==> config.mk <==
export PLATFORM = sky130hd
export DESIGN_NAME = nibble_serial_adder_flat
export DESIGN_NICKNAME = d
export VERILOG_FILES = /design/src/rtl/nibble_serial_adder_pkg.sv /design/src/rtl/nibble_serial_adder_if.sv /design/src/rtl/nibble_serial_adder_four_bit_adder.sv /design/src/rtl/nibble_serial_adder.sv /design/src/flat_wrapper.sv
export SDC_FILE = /design/constraint.sdc
export NUM_CORES = 1
export LEC_CHECK = 0
export ABC_AREA = 0
export CAP_MARGIN = 20
export CORE_ASPECT_RATIO = 0.9
export CORE_MARGIN = 4
export CORE_UTILIZATION = 62
export DETAILED_ROUTE_END_ITERATION = 6
export DONT_BUFFER_PORTS = 1
export PLACE_DENSITY = 0.84
export REMOVE_ABC_BUFFERS = 1
export SLEW_MARGIN = 20
export SYNTH_ARGS = -nofsm -noshare
export SYNTH_HDL_FRONTEND = slang
export SYNTH_SLANG_ARGS = --single-unit
==> constraint.sdc <==
create_clock -name clk -period 2.3 [get_ports clk]
set_input_delay 0.46 -clock clk [delete_from_list [all_inputs] [get_ports clk]]
set_output_delay 0.46 -clock clk [all_outputs]
set_load 0.02 [all_outputs]
==> src/rtl/nibble_serial_adder_pkg.sv <==
// Shared types and constants for the nibble-serial adder.
package nsa_pkg;

    localparam int NIBBLE_W = 4;

    typedef enum logic [1:0] {
        IDLE = 2'd0,
        BUSY = 2'd1,
        DONE = 2'd2
    } state_t;

endpackage

==> src/rtl/nibble_serial_adder_if.sv <==
// Valid/ready operand and result bus of the nibble-serial adder.
// The overflow signal exists only when NSA_OVERFLOW_EN is defined.
interface nibble_serial_adder_if #(
    parameter int WIDTH = 16
);
    logic             in_valid;
    logic             in_ready;
    logic [WIDTH-1:0] a;
    logic [WIDTH-1:0] b;
    logic             carry_in;
    logic             out_valid;
    logic             out_ready;
    logic [WIDTH-1:0] sum;
    logic             carry_out;
`ifdef NSA_OVERFLOW_EN
    logic             overflow;

    modport master (
        output in_valid, a, b, carry_in, out_ready,
        input  in_ready, out_valid, sum, carry_out, overflow
    );
    modport slave (
        input  in_valid, a, b, carry_in, out_ready,
        output in_ready, out_valid, sum, carry_out, overflow
    );
`else
    modport master (
        output in_valid, a, b, carry_in, out_ready,
        input  in_ready, out_valid, sum, carry_out
    );
    modport slave (
        input  in_valid, a, b, carry_in, out_ready,
        output in_ready, out_valid, sum, carry_out
    );
`endif
endinterface

==> src/rtl/nibble_serial_adder_four_bit_adder.sv <==
// Structural 4-bit ripple-carry adder built from gate-level full adders.
module four_bit_adder (
    input  logic [3:0] a,
    input  logic [3:0] b,
    input  logic       ci,
    output logic [3:0] s,
    output logic       co
);
    logic [4:0] c;

    assign c[0] = ci;

    for (genvar i = 0; i < 4; i++) begin : g_fa
        assign s[i]   = a[i] ^ b[i] ^ c[i];
        assign c[i+1] = (a[i] & b[i]) | (c[i] & (a[i] ^ b[i]));
    end

    assign co = c[4];
endmodule

==> src/rtl/nibble_serial_adder.sv <==
// Nibble-serial adder: one shared 4-bit adder, WIDTH/4 BUSY cycles per operation.
// Define NSA_OVERFLOW_EN to add the signed-overflow output.
module nibble_serial_adder
    import nsa_pkg::*;
#(
    parameter int WIDTH = 16
) (
    input logic                 clk,
    input logic                 rst_n,
    nibble_serial_adder_if.slave bus
);
    localparam int NIBBLES = WIDTH / NIBBLE_W;
    localparam int CNT_W   = (NIBBLES > 1) ? $clog2(NIBBLES) : 1;

    state_t             state_q, state_d;
    logic [WIDTH-1:0]   a_q, a_d;
    logic [WIDTH-1:0]   b_q, b_d;
    logic [WIDTH-1:0]   sum_q, sum_d;
    logic               carry_q, carry_d;
    logic [CNT_W-1:0]   cnt_q, cnt_d;
    logic [NIBBLE_W-1:0] nib_sum;
    logic               nib_co;
`ifdef NSA_OVERFLOW_EN
    logic               ovf_q, ovf_d;
`endif

    // Operands shift right every BUSY cycle, so the current nibble is always bits [3:0].
    four_bit_adder u_add (
        .a  (a_q[NIBBLE_W-1:0]),
        .b  (b_q[NIBBLE_W-1:0]),
        .ci (carry_q),
        .s  (nib_sum),
        .co (nib_co)
    );

    always_comb begin
        // NOTE: every _d gets its hold value first so no path leaves a latch behind.
        state_d = state_q;
        a_d     = a_q;
        b_d     = b_q;
        sum_d   = sum_q;
        carry_d = carry_q;
        cnt_d   = cnt_q;
`ifdef NSA_OVERFLOW_EN
        ovf_d   = ovf_q;
`endif
        case (state_q)
            IDLE: begin
                if (bus.in_valid) begin
                    a_d     = bus.a;
                    b_d     = bus.b;
                    carry_d = bus.carry_in;
                    cnt_d   = '0;
                    state_d = BUSY;
                end
            end
            BUSY: begin
                a_d     = a_q >> NIBBLE_W;
                b_d     = b_q >> NIBBLE_W;
                sum_d   = (sum_q >> NIBBLE_W) | (WIDTH'(nib_sum) << (WIDTH - NIBBLE_W));
                carry_d = nib_co;
                cnt_d   = cnt_q + CNT_W'(1);
                if (cnt_q == CNT_W'(NIBBLES - 1)) begin
                    state_d = DONE;
`ifdef NSA_OVERFLOW_EN
                    // Same-sign operands producing an opposite-sign MSB nibble.
                    ovf_d = (a_q[NIBBLE_W-1] == b_q[NIBBLE_W-1]) &&
                            (nib_sum[NIBBLE_W-1] != a_q[NIBBLE_W-1]);
`endif
                end
            end
            DONE: begin
                if (bus.out_ready) state_d = IDLE;
            end
            default: state_d = IDLE;
        endcase
    end

    // NOTE: state registers use non-blocking assignments so every flop samples pre-edge values.
    always_ff @(posedge clk or negedge rst_n) begin
        if (!rst_n) begin
            state_q <= IDLE;
            a_q     <= '0;
            b_q     <= '0;
            sum_q   <= '0;
            carry_q <= 1'b0;
            cnt_q   <= '0;
`ifdef NSA_OVERFLOW_EN
            ovf_q   <= 1'b0;
`endif
        end else begin
            state_q <= state_d;
            a_q     <= a_d;
            b_q     <= b_d;
            sum_q   <= sum_d;
            carry_q <= carry_d;
            cnt_q   <= cnt_d;
`ifdef NSA_OVERFLOW_EN
            ovf_q   <= ovf_d;
`endif
        end
    end

    assign bus.in_ready  = (state_q == IDLE);
    assign bus.out_valid = (state_q == DONE);
    assign bus.sum       = sum_q;
    assign bus.carry_out = carry_q;
`ifdef NSA_OVERFLOW_EN
    assign bus.overflow  = ovf_q;
`endif
endmodule

==> src/flat_wrapper.sv <==
// flat-port wrapper written by rule: the top's interface ports become plain ports
module nibble_serial_adder_flat import nsa_pkg::*;
#(
    parameter int WIDTH = 16
)
  (clk, rst_n, bus_in_valid, bus_a, bus_b, bus_carry_in, bus_out_ready, bus_in_ready, bus_out_valid, bus_sum, bus_carry_out);
  nibble_serial_adder_if #(.WIDTH(WIDTH)) bus_i ();
  input logic clk;
  input logic rst_n;
  input wire logic [$bits(bus_i.in_valid)-1:0] bus_in_valid;
  input wire logic [$bits(bus_i.a)-1:0] bus_a;
  input wire logic [$bits(bus_i.b)-1:0] bus_b;
  input wire logic [$bits(bus_i.carry_in)-1:0] bus_carry_in;
  input wire logic [$bits(bus_i.out_ready)-1:0] bus_out_ready;
  output wire logic [$bits(bus_i.in_ready)-1:0] bus_in_ready;
  output wire logic [$bits(bus_i.out_valid)-1:0] bus_out_valid;
  output wire logic [$bits(bus_i.sum)-1:0] bus_sum;
  output wire logic [$bits(bus_i.carry_out)-1:0] bus_carry_out;
  assign bus_i.in_valid = bus_in_valid;
  assign bus_i.a = bus_a;
  assign bus_i.b = bus_b;
  assign bus_i.carry_in = bus_carry_in;
  assign bus_i.out_ready = bus_out_ready;
  assign bus_in_ready = bus_i.in_ready;
  assign bus_out_valid = bus_i.out_valid;
  assign bus_sum = bus_i.sum;
  assign bus_carry_out = bus_i.carry_out;
  nibble_serial_adder #(.WIDTH(WIDTH)) u_core (.clk(clk), .rst_n(rst_n), .bus(bus_i));
endmodule
==> out/metrics.cfg, run 1 <==
[synth]
synthSimpleGateAreaFrac_pct = 18.2
synth-compound-area-share_pct = 17.2
synth_seq_cells = 53
synth.area.mux_share_pct = 0
ys_seq_area_share_pct = 54.5
synth_top_family_by_area = simple AND/OR/NAND/NOR gates
avgSynthCellArea_sq_um = 9.73
syn_area_sq_mm = 0.00243
synthAdderAreaFrac_pct = 3.81
ys_warn_count = 0
synth_xor_area_share_pct = 0
synth_cell_types = 27
synthesis.instances = 250

[cts]
cts.sinks = 53
cts_resized = 0
path_clk_slew_ns = 0.09
tritoncts = yes
cts_hold_buf = 1
clk_latency_ns = 0.31
clock_path_buffers = 2
cts_buffers = 5
ctsRootBufferMaster = clkbuf_8
htreeDepth = 2
post_cts_buffers = 0

[detailed_routing]
first_pass_iters = 4
wirelength_mm = 5.22
ant_nets = 0
vias_per_cell = 6.35
drc = 0
first_iter_violations = 143
wl_per_cell_um = 17.8
dr_total_vias = 1862

[placed_design]
portBuffers = 0
gp_congestion = 0.786
place_area_sq_mm = 0.00243
dp_hpwl_mm = 3.53

[die]
dieWidth_um = 74.0
die_height_um = 67.4
core-area_sq_mm = 0.00376
rows = 21
start_util_pct = 64.7
dieArea_sq_mm = 0.00499
num_io_pins = 56

[critical_path]
required_ns = 2.53
cp.arrival_ns = 2.37
rr_worst_depth = 8
r2r_setup_slack_ns = 0.17
end_kind = flop
start_kind = flop
crit_type = flop to flop
worst-path-max-fanout = 3

[sta]
fin_crit_sh_pct = 92.8
setup_violations = 0
relSlewSlack_pct = 45.7
finalClockSkew_ns = 0.00700
hold_slack_ns = 0.223
worstMarginPinSlew_ns = 0.814
rsz0062_at_grt = false
hold_violations = 0
slew_violations = 0
fmax_mhz = 469
fin_crit_ns = 2.13

[global_routing]
grtUsageTotal_pct = 22.8
met1_usage_pct = 31.1
grt_max_degree = 54
first_global_vias = 1741
grt_use_met3_pct = 8.48
use_met2_pct = 33.8
antenna_found_initial = 0
grt_pass1_wl_mm = 8.49
grt_busiest_layer = met2
grt_overflow = 0

[power_and_ir_drop]
peakVddDrop_v = 0.000711
power_density_mw_per_mm2 = 1590
p_leak_uw = 0.00114

[finish]
drive_gt1_share_pct = 6.48
syn2layout_area_growth_pct = 4.73
fin_nets = 288
final_cell_area_sq_mm = 0.00255
mostFrequentLayoutCells = nand2_1, dfrtp_1, nor3_1
fill_cells = 309
final_common_cell = nand2_1
diodes = 0

[min_path]
hold_path.class = primary input to flop
holdPathStages = 1

[run]
drv_cap = 0

[status]
status = complete, no violations

layout make-up:
type | count | area [sq um] | share of cell area (%)
Clock buffer | 8 | 80.1 | 3.14
Inverter | 9 | 33.8 | 1.33
Multi-Input combinational cell | 167 | 952 | 37.4
Sequential cell | 53 | 1330 | 52.1
Tap cell | 46 | 57.6 | 2.26
Timing Repair Buffer | 10 | 97.6 | 3.83
synth_stat cells:
master     n  area [sq um]
a21oi_1    2          10.0
clkbuf_1   4          15.0
nand2_1   54           203
nor2_2     1          6.26
o21ai_1   11          55.1
inv_2      1          3.75
buf_4      3          22.5
nor2_1    15          56.3
nor2b_1    2          12.5
nand3b_1   5          37.5
inv_1      8          30.0
nor3b_1    1          7.51
buf_6      2          22.5
a221oi_1   1          8.76
nand2b_1   2          12.5
ha_1       1          12.5
o22ai_1   18           113
buf_2     12          60.1
a22o_1     1          8.76
dfrtp_1   53          1330
o221a_1    5          56.3
or2_1      1          6.26
o32ai_1   13           114
o21ai_0    9          45.0
fa_1       4          80.1
o31ai_1    1          7.51
nor3_1    20           100
report_power, final:
| part | internal (uW) | total, uW | switching (uW) |
|---|---|---|---|
| sequential | 1380 | 1930 | 553 |
| combinational | 654 | 1600 | 945 |
| clock | 217 | 515 | 298 |
| total | 2250 | 4050 | 1800 |
stage by stage:
| step | setup slack, ns | TNS [ns] | util, % | cells | power (uW) |
|---|---|---|---|---|---|
| 2_1_floorplan | -0.0265 | -0.133 | - | 229 | 3020 |
| 3_3_place_gp | 0.236 | 0 | 64.7 | 283 | 3430 |
| 3_5_place_dp | 0.176 | 0 | 64.7 | 283 | 3530 |
| 4_1_cts | 0.157 | 0 | 67.5 | 292 | 4050 |
| 5_1_grt | 0.0479 | 0 | 67.8 | 293 | 4390 |
| 6_report | 0.166 | 0 | 67.8 | 293 | 4050 |
worst max-delay path, cell delays in order, from the launching register on:
cell,delay [ns]
dfrtp_1,0.42
fa_1,0.39
inv_1,0.08
fa_1,0.16
inv_1,0.05
fa_1,0.35
inv_1,0.08
fa_1,0.40
o21ai_1,0.13
sequential cells by signal, indices dropped and copies added (netlist names):
| signal | count |
|---|---|
| u_core.a_q | 16 |
| u_core.b_q | 16 |
| u_core.bus.sum | 16 |
| u_core.cnt_q | 2 |
| u_core.state_q | 2 |
| u_core.bus.carry_out | 1 |
worst paths after layout:
| check | startpoint | to |
|---|---|---|
| setup / recovery | u_core.b_q[0] | u_core.bus.sum[15] |
| hold / removal | bus_out_ready | u_core.state_q[1] |
| setup reg to reg | u_core.b_q[0] | u_core.bus.sum[15] |
| hold reg to reg | u_core.cnt_q[0] | u_core.cnt_q[0] |
| max in group asynchronous | rst_n | u_core.a_q[3] |
| min in group asynchronous | rst_n | u_core.bus.sum[0] |
logic make-up after synthesis:
| family | count (synthesis) |
|---|---|
| AO/OA/AOI/OAI | 61 |
| flip-flops | 53 |
| AND/OR/NAND/NOR | 101 |
| adder cells (fa/ha/maj) | 5 |
| buffers and inverters | 30 |
metal layers:
layer / vias up / part of all wire (%)
li1: 867 / -
met1: 930 / 43
met2: 63 / 47
met3: 2 / 8.9
met4: 0 / 0.67
met5: - / 0
Note: power is estimated with default switching activity, not from simulation.
==> run 2: changes to the inputs <==
- CTS_CLUSTER_DIAMETER: unset -> 120
- GPL_TIMING_DRIVEN: unset -> 0
- SLEW_MARGIN: 20 -> 5
==> run 2 against run 1 <==
Effect of this change:
- routed wire length shrank 3.0%
- the run now ends with hold timing left
- sequential power grew 3%
- count of clock-buffer cells in the layout shrank 1
- global-route usage shrank 0.91 points
- first-iteration DRC count shrank 28%
- die area is the same
- non-clock buffer count shrank 7
- highest routed layer unchanged
==> out/metrics.cfg, run 2 (synthesis results as in run 1) <==
[die]
die_height_um = 67.4  ; unchanged
dieArea_sq_mm = 0.00499  ; unchanged
core-area_sq_mm = 0.00376  ; unchanged
start_util_pct = 64.7  ; unchanged
dieWidth_um = 74.0  ; unchanged
num_io_pins = 56  ; unchanged
rows = 21  ; unchanged

[finish]
final_common_cell = nand2_1  ; unchanged
fin_nets = 281  ; was 288
drive_gt1_share_pct = 7.50  ; was 6.48%
mostFrequentLayoutCells = nand2_1, dfrtp_1, nor3_1  ; unchanged
syn2layout_area_growth_pct = 4.58  ; was 4.73%
diodes = 0  ; unchanged

[critical_path]
max_stage_delay_ns = 0.50  ; was 0.42 ns
end_kind = flop  ; unchanged
crit_family = adder cells  ; unchanged
start_kind = flop  ; unchanged
crit_slowest_cell = dfrtp_2  ; was dfrtp_1
crit_type = flop to flop  ; unchanged
crit_buf_inv = 3  ; unchanged
cp.arrival_ns = 2.44  ; was 2.37 ns
worst-path-max-fanout = 4  ; was 3
cp_cell_sequence = fa_2 > inv_1 > fa_1 > inv_1 > fa_1 > inv_1 > fa_1 > o21ai_1  ; was fa_1 > inv_1 > fa_1 > inv_1 > fa_1 > inv_1 > fa_1 > o21ai_1
crit_start = u_core.bus.carry_out  ; was u_core.b_q[0]
required_ns = 2.54  ; was 2.53 ns
timing.rr.start = u_core.bus.carry_out  ; was u_core.b_q[0]

[cts]
cts.sinks = 53  ; unchanged
cts_buffers = 5  ; unchanged
ctsRootBufferMaster = clkbuf_8  ; unchanged
tritoncts = yes  ; unchanged
path_clk_slew_ns = 0.09  ; about the same
post_cts_buffers = 0  ; unchanged
clk_latency_ns = 0.31  ; about the same
htreeDepth = 2  ; unchanged
clock_path_buffers = 2  ; unchanged

[global_routing]
first_global_vias = 1724  ; was 1741
grt_busiest_layer = met2  ; unchanged
grt_use_met3_pct = 6.10  ; was 8.48%
met1_usage_pct = 29.0  ; was 31.1%
grt_max_degree = 54  ; unchanged
grt_overflow = 0  ; unchanged
grtUsageTotal_pct = 21.9  ; was 22.8%
grt_pass1_wl_mm = 8.19  ; was 8.49 mm
antenna_found_initial = 0  ; unchanged
use_met2_pct = 34.4  ; was 33.8%

[sta]
setup_tns_ns = 0  ; unchanged
worstMarginPinSlew_ns = 0.817  ; was 0.814 ns
fmax_mhz = 453  ; was 469 MHz
hold_violations = 11  ; was 0
rsz0062_at_grt = true  ; was false
setup_violations = 0  ; unchanged
slew_violations = 0  ; unchanged
relSlewSlack_pct = 45.5  ; was 45.7%
hold_slack_ns = -0.00586  ; was 0.223 ns
fin_crit_sh_pct = 96.1  ; was 92.8%
fin_ws_ns = 0.0908  ; was 0.166 ns
fin_crit_ns = 2.21  ; was 2.13 ns
finalClockSkew_ns = 0.00948  ; was 0.00700 ns

[detailed_routing]
wl_per_cell_um = 17.7  ; was 17.8 um
drc = 0  ; unchanged
vias_per_cell = 6.34  ; was 6.35
ant_nets = 0  ; unchanged
first_pass_iters = 4  ; unchanged
first_iter_violations = 103  ; was 143
wirelength_mm = 5.07  ; was 5.22 mm
dr_total_vias = 1812  ; was 1862

[min_path]
hold_path.class = primary input to asynchronous set/reset pin  ; was primary input to flop

[run]
drv_cap = 0  ; unchanged

[power_and_ir_drop]
power_density_mw_per_mm2 = 1590  ; about the same
p_leak_uw = 0.00112  ; was 0.00114 uW
peakVddDrop_v = 0.000839  ; was 0.000711 V

[status]
status = finished, violations left  ; was complete, no violations
violations = hold timing

[placed_design]
portBuffers = 0  ; unchanged
gp_congestion = 0.739  ; was 0.786
dp_hpwl_mm = 3.27  ; was 3.53 mm
pre_cts_slack_ns = -0.00446  ; was 0.176 ns

run 2: cell count changes in the layout (fill, tap and decap cells not counted), moves of 2 or more:
cell      change
clkbuf_1      -3
clkbuf_8      +2
dfrtp_1       -2
dfrtp_2       +2
buf_4         -7
run 2: where the power goes:
| group | internal (uW) | switching (uW) | leakage, uW |
|---|---|---|---|
| clock network | 272 | 291 | 0.0000542 |
| logic | 632 | 872 | 0.000420 |
| registers | 1380 | 604 | 0.000648 |
run 2: final timing paths:
| kind | end | slack (ns) | depth (start not counted) |
|---|---|---|---|
| max in group asynchronous | u_core.state_q[1] | 2.07 | 1 |
| hold reg to reg | u_core.cnt_q[0] | 0.49 | 1 |
| setup reg to reg | u_core.bus.sum[15] | 0.09 | 8 |
| min in group clk | u_core.state_q[1] | 0.22 | 1 |
| setup / recovery | u_core.bus.sum[15] | 0.09 | 8 |
| hold / removal | u_core.bus.sum[7] | -0.006 | 1 |
run 2: area by class of cell:
class                   instances  area [sq um]
multi-input cells             167           960
fillers                       302          1210
flip-flops and latches         53          1330
clock inverters                 1          5.00
repair buffers                  3          62.6
clock buffers                   7          96.3
well taps                      46          57.6
inverters                       9          33.8
run 2: through the flow:
stage / cells / power, uW / util (%) / cell area (sq um)
global route: 286 / 4420 / 67.7 / 2540
global placement: 275 / 3320 / 63.1 / 2370
finish: 286 / 4050 / 67.7 / 2540
detailed placement: 276 / 3460 / 63.9 / 2400
CTS: 285 / 4050 / 67.3 / 2530
floorplan: 229 / 3020 / - / 2310
run 2: layer usage:
metal / part of all wire, % / vias to the layer above / wire (um)
met3: 8.4 / 7 / 427
met5: 0 / - / 0
met1: 42 / 867 / 2150
met4: 1.5 / 0 / 75
met2: 48 / 79 / 2420
li1: - / 859 / -
run 2: what timing repair did:
item	in CTS	in global routing
hold buffers	1	0
endpoints found under the setup margin	1	3
gates resized for setup	1	3
endpoints found under the hold margin	53	0
pin swaps	0	1
==> run 3: changes to the inputs <==
- ABC_AREA: 0 -> 1
- CORE_UTILIZATION: 62 -> 63
- PLACE_DENSITY: 0.84 -> unset
- PLACE_DENSITY_LB_ADDON: unset -> 0.25
==> run 3 against run 2 <==
Effect of this change:
- the run still ends with hold timing left
- routed wire length grew 2.8%
- design area grew 11%
- power up 9.1%
- register-to-register slack improved by 0.02 ns
- clock skew is 0.0045 ns lower
- largest power group unchanged
- critical path type unchanged
==> out/metrics.cfg, run 3 <==
[critical_path]
crit_slowest_cell = dfrtp_2  ; unchanged
crit_family = adder cells  ; unchanged
worst-path-max-fanout = 3  ; was 4
required_ns = 2.52  ; was 2.54 ns
max_stage_delay_ns = 0.49  ; was 0.50 ns
end_kind = flop  ; unchanged
crit_buf_inv = 3  ; unchanged
start_kind = flop  ; unchanged
cp.arrival_ns = 2.41  ; was 2.44 ns
cp_cell_sequence = fa_2 > inv_1 > fa_1 > inv_1 > fa_1 > inv_1 > fa_1 > o21ai_1  ; unchanged
crit_type = flop to flop  ; unchanged

[die]
core-area_sq_mm = 0.00405  ; was 0.00376 sq mm
die_height_um = 69.4  ; was 67.4 um
dieArea_sq_mm = 0.00528  ; was 0.00499 sq mm
rows = 22  ; was 21
dieWidth_um = 76.2  ; was 74.0 um
num_io_pins = 56  ; unchanged
start_util_pct = 65.2  ; was 64.7%

[finish]
drive_gt1_share_pct = 6.13  ; was 7.50%
fill_cells = 354  ; was 302
mostFrequentLayoutCells = nand3_1, nand2_1, inv_1  ; was nand2_1, dfrtp_1, nor3_1
fin_nets = 367  ; was 281
diodes = 0  ; unchanged
final_cell_area_sq_mm = 0.00281  ; was 0.00254 sq mm
syn2layout_area_growth_pct = 6.64  ; was 4.58%
final_common_cell = nand3_1  ; was nand2_1

[detailed_routing]
first_iter_violations = 163  ; was 103
wirelength_mm = 5.21  ; was 5.07 mm
wl_per_cell_um = 13.9  ; was 17.7 um
dr_total_vias = 2081  ; was 1812
first_pass_iters = 4  ; unchanged
drc = 0  ; unchanged
ant_nets = 0  ; unchanged
vias_per_cell = 5.56  ; was 6.34

[synth]
syn_area_sq_mm = 0.00264  ; was 0.00243 sq mm
ys_seq_area_share_pct = 50.3  ; was 54.5%
synth_seq_cells = 53  ; unchanged
synth.area.top_cells = dfrtp_1, nand3_1, nand2_1, inv_1, o21ai_0  ; was dfrtp_1, nand2_1, o32ai_1, o22ai_1, nor3_1
synth-main-ff-cell = dfrtp_1  ; unchanged
netlist_top_cells_count = nand3_1, nand2_1, inv_1  ; was nand2_1, dfrtp_1, nor3_1
synth_top_area_share_pct = 50.3  ; was 54.5%
synth-edff-count = 0  ; unchanged
avgSynthCellArea_sq_um = 7.92  ; was 9.73 sq um
synthesis.instances = 333  ; was 250
synth.most_common_cell = nand3_1  ; was nand2_1
synth_top_area_cell = dfrtp_1  ; unchanged
synth_cell_types = 19  ; was 27
ys_warn_count = 0  ; unchanged
async_flop_share_pct = 100  ; unchanged

[cts]
clock_path_buffers = 2  ; unchanged
htreeDepth = 2  ; unchanged
ctsRootBufferMaster = clkbuf_8  ; unchanged
path_clk_slew_ns = 0.09  ; about the same
cts.sinks = 53  ; unchanged
cts_buffers = 5  ; unchanged
clk_latency_ns = 0.30  ; was 0.31 ns
tritoncts = yes  ; unchanged

[min_path]
hold_path.class = primary input to asynchronous set/reset pin  ; unchanged

[sta]
hold_slack_ns = -0.00304  ; was -0.00586 ns
fin_crit_ns = 2.19  ; was 2.21 ns
fmax_mhz = 457  ; was 453 MHz
finalClockSkew_ns = 0.00502  ; was 0.00948 ns
hold_violations = 4  ; was 11
slew_violations = 0  ; unchanged
worstMarginPinSlew_ns = 0.936  ; was 0.817 ns
setup_violations = 0  ; unchanged
relSlewSlack_pct = 37.3  ; was 45.5%
rsz0062_at_grt = false  ; was true
fin_crit_sh_pct = 95.1  ; was 96.1%

[global_routing]
antenna_found_initial = 0  ; unchanged
grt_pass1_wl_mm = 8.89  ; was 8.19 mm
grt_max_degree = 54  ; unchanged
grt_overflow = 0  ; unchanged
grtUsageTotal_pct = 19.9  ; was 21.9%
first_global_vias = 1976  ; was 1724

[status]
status = finished, violations left  ; unchanged
violations = hold timing  ; unchanged

[power_and_ir_drop]
peakVddDrop_v = 0.000773  ; was 0.000839 V
power_density_mw_per_mm2 = 1570  ; was 1590 mW/mm^2
p_leak_uw = 0.00152  ; was 0.00112 uW

[placed_design]
portBuffers = 0  ; unchanged
dp_hpwl_mm = 3.18  ; was 3.27 mm
gp_congestion = 0.737  ; was 0.739
place_area_sq_mm = 0.00261  ; was 0.00240 sq mm

[run]
drv_cap = 0  ; unchanged

run 3: cell count changes after synthesis, moves of 13 or more:
| cell | previous run | this run |
|---|---|---|
| nand3_1 | 0 | 84 |
| inv_1 | 8 | 63 |
| nand2_1 | 54 | 78 |
| nor3_1 | 20 | 0 |
| o22ai_1 | 18 | 0 |
| o32ai_1 | 13 | 0 |
run 3: logic make-up after synthesis:
| logic type | Yosys count | synth area share, % |
|---|---|---|
| buf+inv | 83 | 12.9 |
| flops | 53 | 50.3 |
| compound gates | 23 | 4.46 |
| fa+ha+maj | 5 | 3.51 |
| simple gates | 169 | 28.8 |
run 3: worst paths after layout:
check | startpoint | to | slack, ns | cells after the start
worst max-delay path | u_core.bus.carry_out | u_core.bus.sum[15] | 0.11 | 8
worst min-delay path | rst_n | u_core.state_q[1] | -0.003 | 1
worst max register to register | u_core.bus.carry_out | u_core.bus.sum[15] | 0.11 | 8
worst min register to register | u_core.cnt_q[0] | u_core.cnt_q[0] | 0.50 | 1
max in group asynchronous | rst_n | u_core.bus.carry_out | 2.04 | 1
min in group clk | bus_out_ready | u_core.state_q[1] | 0.24 | 1
run 3: power by group:
group	internal (uW)	leakage, uW	switching (uW)
sequential	1380	0.000655	530
combinational	696	0.000809	1170
clock	355	0.0000585	284
run 3: repair_timing:
action	4_1_cts	5_1_grt
setup endpoints to repair	36	36
gates resized for setup	5	2
hold endpoints to repair	53	0
hold buffers	1	0
cloned	0	1
buffers inserted	0	2
run 3: layout make-up:
type / instances / area, sq um / share of cell area [%]
clock inverters: 1 / 30.0 / 1.07
repair buffers: 4 / 75.1 / 2.67
clock buffers: 7 / 86.3 / 3.07
flip-flops and latches: 53 / 1330 / 47.3
repair inverters: 1 / 5.00 / 0.178
well taps: 48 / 60.1 / 2.14
inverters: 63 / 240 / 8.54
multi-input cells: 197 / 986 / 35.1
run 3: stage by stage:
step / std cells / power [uW] / worst slack (ns) / util [%] / TNS (ns)
after floorplan: 313 / 3200 / 0.0655 / - / 0
after global placement: 361 / 3580 / -0.801 / 64.1 / -30.21
after detailed placement: 362 / 3700 / -0.464 / 64.6 / -14.80
after CTS: 371 / 4400 / 0.0167 / 68.6 / 0
after global routing: 374 / 4910 / 0.00518 / 69.5 / 0
final: 374 / 4420 / 0.112 / 69.5 / 0
run 3: layer usage:
layer	part of all wire (%)	vias to the layer above	GRT usage (%)	wire [um]
met4	0.36	0	4.66	19
met3	7.6	2	4.94	397
met1	44	988	26.9	2320
met2	48	72	32.4	2480
li1	-	1019	-	-
met5	0	-	0	0
